$ cat config.mk
export PLATFORM = sky130hd
export DESIGN_NAME = alu_seq_ctrl
export DESIGN_NICKNAME = d
export VERILOG_FILES = /design/src/rtl/alu_seq_ctrl.sv
export SDC_FILE = /design/constraint.sdc
export NUM_CORES = 1
export LEC_CHECK = 0
export BUFFER_PORTS_ARGS = -buffer_cell sky130_fd_sc_hd__buf_4
export CAP_MARGIN = 20
export CORE_ASPECT_RATIO = 1.5
export CORE_MARGIN = 4
export CORE_UTILIZATION = 53
export DETAILED_ROUTE_END_ITERATION = 10
export PLACE_DENSITY = 0.92
export SLEW_MARGIN = 20
export SYNTH_ARGS = -nofsm -noshare
export SYNTH_HDL_FRONTEND = slang
export SYNTH_SLANG_ARGS = --single-unit
$ cat constraint.sdc
create_clock -name clk -period 3.8 [get_ports clk]
set_input_delay 0.19 -clock clk [delete_from_list [all_inputs] [get_ports clk]]
set_output_delay 0.19 -clock clk [all_outputs]
set_load 0.02 [all_outputs]
$ cat src/rtl/alu_seq_ctrl.sv
// Multi-cycle sequencer for the stage-3 ALU: PC+4, execute or compare/branch-target, one-cycle done.
// Optional overflow trap is compiled in when ALU_SEQ_OVF_TRAP_EN is defined.
module alu_seq_ctrl #(
    parameter int         CTRL_W   = 22,
    parameter logic [5:0] OP_RTYPE = 6'h00,
    parameter logic [5:0] OP_BEQ   = 6'h04,
    parameter logic [5:0] OP_BNE   = 6'h05,
    parameter logic [5:0] OP_ADDI  = 6'h08,
    parameter logic [5:0] OP_ANDI  = 6'h0C,
    parameter logic [5:0] OP_ORI   = 6'h0D,
    parameter logic [5:0] OP_XORI  = 6'h0E
) (
    input  logic              clk,
    input  logic              reset,
    input  logic              start,
    input  logic [5:0]        op,
    input  logic [5:0]        fn,
    output logic              ready,
    output logic [CTRL_W-1:0] ctrl_out,
    input  logic [31:0]       z_in,
    input  logic              alu_zero,
    input  logic              ovfl,
    output logic [31:0]       z_q,
    output logic [31:0]       result,
    output logic [31:0]       npc,
    output logic              br_taken,
    output logic              wr_en,
    output logic              illegal,
    output logic              exc,
    output logic              done
);

    localparam logic [2:0] S_IDLE = 3'd0;
    localparam logic [2:0] S_PC   = 3'd1;
    localparam logic [2:0] S_EXEC = 3'd2;
    localparam logic [2:0] S_CMP  = 3'd3;
    localparam logic [2:0] S_BR   = 3'd4;
    localparam logic [2:0] S_DONE = 3'd5;

    localparam logic [5:0] FN_ADD = 6'h20;
    localparam logic [5:0] FN_SUB = 6'h22;
    localparam logic [5:0] FN_AND = 6'h24;
    localparam logic [5:0] FN_OR  = 6'h25;
    localparam logic [5:0] FN_XOR = 6'h26;
    localparam logic [5:0] FN_NOR = 6'h27;
    localparam logic [5:0] FN_SLL = 6'h00;
    localparam logic [5:0] FN_SRL = 6'h02;
    localparam logic [5:0] FN_SRA = 6'h03;

    localparam logic [7:0] CTRL_PC4 = 8'h00;
    localparam logic [7:0] CTRL_CMP = 8'h54;
    localparam logic [7:0] CTRL_BR  = 8'hB0;

    function automatic logic [7:0] exec_code(input logic [5:0] op_v, input logic [5:0] fn_v);
        logic [7:0] c;
        c = CTRL_PC4;
        if (op_v == OP_RTYPE) begin
            case (fn_v)
                FN_ADD:  c = 8'h50;
                FN_SUB:  c = 8'h54;
                FN_AND:  c = 8'h51;
                FN_OR:   c = 8'h55;
                FN_XOR:  c = 8'h59;
                FN_NOR:  c = 8'h5D;
                FN_SLL:  c = 8'h6A;
                FN_SRL:  c = 8'h66;
                FN_SRA:  c = 8'h6E;
                default: c = CTRL_PC4;
            endcase
        end else if (op_v == OP_ADDI) begin
            c = 8'h60;
        end else if (op_v == OP_ANDI) begin
            c = 8'h61;
        end else if (op_v == OP_ORI) begin
            c = 8'h65;
        end else if (op_v == OP_XORI) begin
            c = 8'h69;
        end
        return c;
    endfunction

    function automatic logic alu_legal(input logic [5:0] op_v, input logic [5:0] fn_v);
        logic ok;
        ok = 1'b0;
        if (op_v == OP_RTYPE) begin
            case (fn_v)
                FN_ADD, FN_SUB, FN_AND, FN_OR, FN_XOR, FN_NOR,
                FN_SLL, FN_SRL, FN_SRA: ok = 1'b1;
                default:                ok = 1'b0;
            endcase
        end else if (op_v == OP_ADDI || op_v == OP_ANDI || op_v == OP_ORI || op_v == OP_XORI) begin
            ok = 1'b1;
        end
        return ok;
    endfunction

    logic [2:0]  r_state;
    logic [5:0]  r_op;
    logic [5:0]  r_fn;
    logic [31:0] r_z_q;
    logic [31:0] r_result;
    logic [31:0] r_npc;
    logic        r_br_taken;
    logic        r_wr_en;
    logic        r_illegal;
    logic        r_ovf_q;

    logic        w_in_legal;
    logic        w_is_branch;
    logic        w_is_arith;
    logic [7:0]  w_ctrl8;

    assign w_in_legal  = alu_legal(op, fn) || (op == OP_BEQ) || (op == OP_BNE);
    assign w_is_branch = (r_op == OP_BEQ) || (r_op == OP_BNE);
    assign w_is_arith  = (r_op == OP_ADDI) ||
                         ((r_op == OP_RTYPE) && ((r_fn == FN_ADD) || (r_fn == FN_SUB)));

    // Control word is a pure decode of the phase and the latched instruction.
    always_comb begin
        w_ctrl8 = CTRL_PC4;
        case (r_state)
            S_EXEC:  w_ctrl8 = exec_code(r_op, r_fn);
            S_CMP:   w_ctrl8 = CTRL_CMP;
            S_BR:    w_ctrl8 = CTRL_BR;
            default: w_ctrl8 = CTRL_PC4;
        endcase
    end

    always_ff @(posedge clk) begin
        if (reset) begin
            r_state    <= S_IDLE;
            r_op       <= '0;
            r_fn       <= '0;
            r_z_q      <= '0;
            r_result   <= '0;
            r_npc      <= '0;
            r_br_taken <= 1'b0;
            r_wr_en    <= 1'b0;
            r_illegal  <= 1'b0;
            r_ovf_q    <= 1'b0;
        end else begin
            case (r_state)
                S_IDLE: begin
                    if (start) begin
                        r_op       <= op;
                        r_fn       <= fn;
                        r_br_taken <= 1'b0;
                        r_wr_en    <= 1'b0;
                        r_ovf_q    <= 1'b0;
                        r_illegal  <= ~w_in_legal;
                        r_state    <= w_in_legal ? S_PC : S_DONE;
                    end
                end
                S_PC: begin
                    r_z_q   <= z_in;
                    r_state <= w_is_branch ? S_CMP : S_EXEC;
                end
                S_EXEC: begin
                    r_result <= z_in;
                    r_wr_en  <= 1'b1;
                    r_ovf_q  <= ovfl & w_is_arith;
                    r_npc    <= r_z_q;
                    r_state  <= S_DONE;
                end
                S_CMP: begin
                    r_br_taken <= (r_op == OP_BEQ) ? alu_zero : ~alu_zero;
                    r_state    <= S_BR;
                end
                // z_q still holds PC+4, so the not-taken path needs no extra ALU pass.
                S_BR: begin
                    r_npc   <= r_br_taken ? z_in : r_z_q;
                    r_state <= S_DONE;
                end
                S_DONE:  r_state <= S_IDLE;
                default: r_state <= S_IDLE;
            endcase
        end
    end

    assign ready    = (r_state == S_IDLE);
    assign done     = (r_state == S_DONE);
    assign ctrl_out = {{(CTRL_W-8){1'b0}}, w_ctrl8};
    assign z_q      = r_z_q;
    assign result   = r_result;
    assign npc      = r_npc;
    assign br_taken = r_br_taken;
    assign illegal  = r_illegal;

`ifdef ALU_SEQ_OVF_TRAP_EN
    assign exc   = r_ovf_q;
    assign wr_en = r_wr_en & ~r_ovf_q;
`else
    logic w_unused_ovf;
    assign w_unused_ovf = r_ovf_q;
    assign exc          = 1'b0;
    assign wr_en        = r_wr_en;
`endif

endmodule
==> results of run 1 <==
## layout make-up
class,count,area (µm²)
multi-input combinational,451,2160
timing repair buffer,165,1260
tap,107,134
inverter,4,15.0
sequential,114,2280
clock inverter,10,133
fill,604,2060
clock buffer,21,470
## cells by family (layout without fill, tap and decap cells)
| group | after synthesis | count (layout) | synth area share (%) |
|---|---|---|---|
| other cells | 1 | 15 | 0.0798 |
| mux | 1 | 1 | 0.240 |
| simple gates | 302 | 302 | 26.6 |
| xor+xnor | 2 | 2 | 0.373 |
| fa+ha+maj | 1 | 1 | 0.213 |
| flops | 114 | 114 | 48.5 |
| buf+inv | 64 | 200 | 6.87 |
| compound gates | 130 | 130 | 17.1 |
## layer usage
layer  vias up  part of all wire, %  GRT usage (%)  wire [µm]
li1       2308                    -              -          -
met4         0                  5.2           15.0        742
met2       259                   52           48.3       7360
met5         -                    0              0          0
met3        62                  8.2           8.47       1160
met1      2270                   34           27.3       4870
## state kept, by name, summed over array words and instances, names as in the netlist
| register | cells |
|---|---|
| r_fn | 6 |
| br_taken | 1 |
| illegal | 1 |
| wr_en | 1 |
| z_q | 32 |
| npc | 32 |
| r_op | 6 |
| r_state | 3 |
| result | 32 |
## layout by cell type (no fill, tap or decap), types with 4 or more instances in the layout
cell type,Yosys,routed
dfxtp_1,114,114
nand2b_1,4,4
conb_1,1,15
a311oi_1,32,32
nor2_1,44,43
clkbuf_16,0,17
buf_4,18,164
nand2_1,222,222
nor3_1,6,6
nor2b_1,4,4
a21oi_1,82,82
clkinv_2,0,5
## report_power, final
part | switching (W) | total [W] | internal, W
logic | 0.000533 | 0.000871 | 0.000338
clock network | 0.000533 | 0.00161 | 0.00107
registers | 0.000103 | 0.00143 | 0.00133
total | 0.00117 | 0.00391 | 0.00274
## stage by stage
| stage | std cells | hold WS [ps] |
|---|---|---|
| 5_1_grt | 872 | 30.2 |
| 4_1_cts | 872 | 27.1 |
| 3_5_place_dp | 841 | 448 |
| 3_3_place_gp | 840 | 442 |
| 6_report | 872 | 33.5 |
| 2_1_floorplan | 629 | 326 |
## worst register-to-register path: cells and delay by family, from the launching register on
family | cells | cell delay [ps]
simple gates | 4 | 970
compound gates | 1 | 370
flops | 1 | 540
buf+inv | 2 | 420
## path summary, 6_finish.rpt
kind	startpoint	to	depth (start not counted)
worst max register to register	r_state[2]$_SDFFE_PP0P_	npc[23]$_SDFFE_PP0P_	7
worst min-delay path	fn[3]	r_fn[3]$_SDFFE_PP0P_	3
worst min register to register	result[12]$_SDFFE_PP0P_	result[12]$_SDFFE_PP0P_	2
worst max-delay path	r_state[1]$_SDFFE_PP0P_	ctrl_out[5]	5
==> results.md, run 1 <==
- Area of the mapped netlist: 0.00470 mm²
- P per Cell Area: 606 mW/mm²
- Setup Buffers After CTS: 0
- CP Cell Sequence: or3b_1 -> nor3_1 -> o21ai_1 -> o21ai_0 -> buf_4
- Worst Path Buf+Inv: 1
- DP HPWL: 9.62 mm
- Final Core Density: 75.8%
- Post-Syn Instances: 615
- Yosys top cell by area: dfxtp_1
- Final instance area: 0.00646 mm²
- Detailed router's first-iteration violation count: 307
- Core Area: 0.00852 mm²
- CP Launch Type: flip-flop
- Grt ovf: 0
- Share of cells above drive strength 1: 26.8%
- CP Max Fanout: 13
- Hold Buf Count CTS: 0
- Number of synthesized register bits: 114
- CP max stage delay: 640 ps
- # DRC: 0
- WP data arrival: 2410 ps
- Global-route wire length before repair: 22.2 mm
- Final hold vios: 0
- Crit-path slowest cell: or3b_1
- Die area: 0.0105 mm²
- Final setup margin: 1200 ps
- DR pass1 iterations: 5
- Area contributors post-synth: dfxtp_1 49%, nand2_1 18%, a21oi_1 8.7%
- CTS Buf Count: 17
- Worst VDD drop: 472 µV
- P_leak: 2.64 nW
- Number of synthesized flops with an enable pin: 0
- Worst-Margin Slew: 723 ps
- Final Cycle Share: 68.4%
- Post-synth top area share: 48.5%
- Vias/cell: 5.62
- Placer Congestion: 0.866
- Register area share after synthesis: 48.5%
- Status: completed
- PostCTS Resize Cnt: 0
- Class of the most critical setup path: reg2out
- RSZ-0062 raised after global routing: no
- Synthesis warning total: 0
- Clock skew: 7.88 ps
- Count of input and output buffers: 156
- Library cells used by synthesis: 43
- Clock Latency Late Sink: 410 ps
- Placement Cell Area: 0.00585 mm²
- Top delay family on crit path: simple AND/OR/NAND/NOR gates
- Crit path required time: 3610 ps
- IO Pins: 173
- Clk pin slew, worst setup/hold paths: 60 ps
- Average cell area after synthesis: 7.64 µm²
- Worst rel slew slack: 51.8%
- Inserted Diodes: 0
- P&R area growth vs syn: 37.4%
- Worst Setup End Kind: output port
- Sum Neg Setup Slack: 0 ps
- R2r setup slk: 1370 ps
- Tmin final: 2600 ps
- Initial Util: 55.2%
- Detailed Route WL: 14.1 mm
- TritonCTS clock tree: done
- Synth cell count leaders: 222 x nand2_1, 114 x dfxtp_1, 82 x a21oi_1, 44 x nor2_1, 32 x a311oi_1
- Via count: 4899
- Count leader, synth: nand2_1
- Final Total Pwr: 0.00391 W
- Post-route antenna net violation count: 0
- Place WS: 1480 ps
- Initial antenna violation count: 0
- Final #Nets: 802
- WL per Instance: 16.2 µm
- Main synth FF type: dfxtp_1
- GRT Total Usage: 26.8%
- Final slew viol count: 0
- Fmax: 385 MHz
- Setup violators final: 0
- Clk root buf: clkbuf_16
- CTS sink count: 114
- Fraction of registers with async set/reset: 0%
- CTS H-tree lvls: 4
- HP Class: in2reg
- Largest net degree at the start of global routing: 73
- Vias in the first global route: 4743
- Max Cap Violations: 0
- CTS max path bufs: 2
- Die width: 84.9 µm
- Die H: 123 µm
- # rows: 41
Note: power is estimated with default switching activity, not from simulation.
==> run 2, diff against run 1 <==
--- a/config.mk
+++ b/config.mk
@@ -9,9 +9,9 @@
 export CAP_MARGIN = 20
 export CORE_ASPECT_RATIO = 1.5
 export CORE_MARGIN = 4
-export CORE_UTILIZATION = 53
+export CORE_UTILIZATION = 44
 export DETAILED_ROUTE_END_ITERATION = 10
-export PLACE_DENSITY = 0.92
+export PLACE_DENSITY = 0.82
 export SLEW_MARGIN = 20
 export SYNTH_ARGS = -nofsm -noshare
 export SYNTH_HDL_FRONTEND = slang
==> constraint.sdc (replaced) <==
create_clock -name clk -period 2.1 [get_ports clk]
set_input_delay 0.105 -clock clk [delete_from_list [all_inputs] [get_ports clk]]
set_output_delay 0.105 -clock clk [all_outputs]
set_load 0.02 [all_outputs]
==> results.md, run 2 (synthesis gave the netlist of run 1 again) <==
- Status: completed
- Final #Nets: 854
- Die width: 92.4 µm
- Final std cells w/o fill: 962
- Worst Setup End Kind: output port
- CP max stage delay: 410 ps
- Final hold vios: 0
- CTS Buf Count: 17
- Worst VDD drop: 565 µV
- Clk pin slew, worst setup/hold paths: 50 ps
- Vias in the first global route: 5052
- CTS sink count: 114
- CTS max path bufs: 2
- Initial Util: 44.6%
- P_leak: 2.88 nW
- P&R area growth vs syn: 50.7%
- Setup Buffers After CTS: 0
- Final slew viol count: 0
- Clock skew: 11.9 ps
- R2R Path Start: r_state[1]$_SDFFE_PP0P_
- Die H: 135 µm
- Final instance area: 0.00708 mm²
- HP Class: in2reg
- Grt ovf: 0
- TritonCTS clock tree: done
- # DRC: 0
- CTS H-tree lvls: 4
- Vias/cell: 5.26
- Initial antenna violation count: 0
- Global-route wire length before repair: 23.7 mm
- Core Area: 0.0105 mm²
- Final Cycle Share: 98.4%
- Die area: 0.0124 mm²
- Share of cells above drive strength 1: 27.1%
- Crit path required time: 2000 ps
- Commonest non-fill, non-tap cells in the layout: 222 x nand2_1, 169 x buf_4, 108 x dfxtp_1, 82 x a21oi_1, 45 x dlygate4sd3_1
- Detailed Route WL: 14.9 mm
- Via count: 5058
- RSZ-0062 raised after global routing: yes
- Max Cap Violations: 0
- Clock Latency Late Sink: 400 ps
- DP HPWL: 9.65 mm
- Placement Cell Area: 0.00596 mm²
- P per Cell Area: 1030 mW/mm²
- Setup violators final: 0
- Detailed router's first-iteration violation count: 229
- Class of the most critical setup path: reg2out
- Count of input and output buffers: 156
- Clk root buf: clkbuf_16
- Fmax: 484 MHz
- IO Pins: 173
- Placer Congestion: 0.826
- Largest net degree at the start of global routing: 65
- Crit path launch: r_op[5]$_SDFFE_PP0P_
- DR pass1 iterations: 4
- Crit-path slowest cell: or3_4
- CP Cell Sequence: or3_4 -> or3_4 -> nor3_1 -> buf_4
- Most common cell after layout, fill and taps aside: nand2_1
- Tmin final: 2070 ps
- Inserted Diodes: 0
- Cell Count Post-Placement: 885
- CP Launch Type: flip-flop
- CP Max Fanout: 4
- GRT Total Usage: 23.9%
- # rows: 46
- Worst hold start: alu_zero
- WL per Instance: 15.5 µm
- WP data arrival: 1960 ps
- Post-route antenna net violation count: 0
- CP most frequent cell: or3_4
- Final Total Pwr: 0.00732 W
run 2: cell types whose count changed in the layout (fill, tap and decap cells not counted), sizes merged:
| cell | previous run | this run |
|---|---|---|
| dlygate4sd3 | 0 | 45 |
| inv | 4 | 5 |
| clkinv | 7 | 3 |
| clkinvlp | 0 | 1 |
| bufinv | 3 | 4 |
| buf | 165 | 172 |
| clkbuf | 21 | 23 |
run 2: final cells by class:
cell class                 instances  area [µm²]
sequential                       114        2290
multi-input combinational        451        2200
tap                              144         180
inverter                           4        15.0
fill                             832        3450
timing repair buffer             217        1770
clock buffer                      23         478
clock inverter                     9         151
run 2: metal layers:
metal | vias to the layer above | track usage (%) | routed length, µm
li1 | 2411 | - | -
met1 | 2373 | 24.8 | 5650
met2 | 220 | 43.0 | 7640
met3 | 54 | 5.63 | 860
met4 | 0 | 14.7 | 743
met5 | - | 0 | 0
run 2: through the flow:
step	hold WS, ps	TNS [ps]	worst slack (ps)	utilization (%)
after floorplan	241	0	288	-
after global placement	360	0	312	56.6
after detailed placement	371	0	171	56.6
after CTS	39.1	0	2.26	67.1
after global routing	65.7	-7.99	-4.16	67.3
final	42.0	0	34.2	67.3
run 2: final timing paths:
kind,to,slack (ps),cells past startpoint
max,ctrl_out[1],30,4
min,br_taken$_SDFFE_PP0P_,40,3
max reg2reg,npc[24]$_SDFFE_PP0P_,330,7
min reg2reg,result[8]$_SDFFE_PP0P_,450,2
run 2: critical path, delay by kind of cell (launching register included):
kind / cells / cell delay [ps]
simple gates: 3 / 1010
flops: 1 / 350
buf+inv: 1 / 190
run 2: where the power goes:
group	internal, W	leakage [nW]	switching (W)
registers	0.00241	0.932	0.000190
clock network	0.00208	0.308	0.000955
logic	0.000705	1.64	0.000989
total	0.00519	2.88	0.00213
run 2: what timing repair did:
| item | in CTS | in global routing |
|---|---|---|
| gates cloned | 0 | 0 |
| setup endpoints to repair | 7 | 6 |
| endpoints found under the hold margin | 101 | 0 |
| pin swaps | 0 | 1 |
| gates resized for setup | 9 | 9 |
| hold buffers | 45 | 0 |
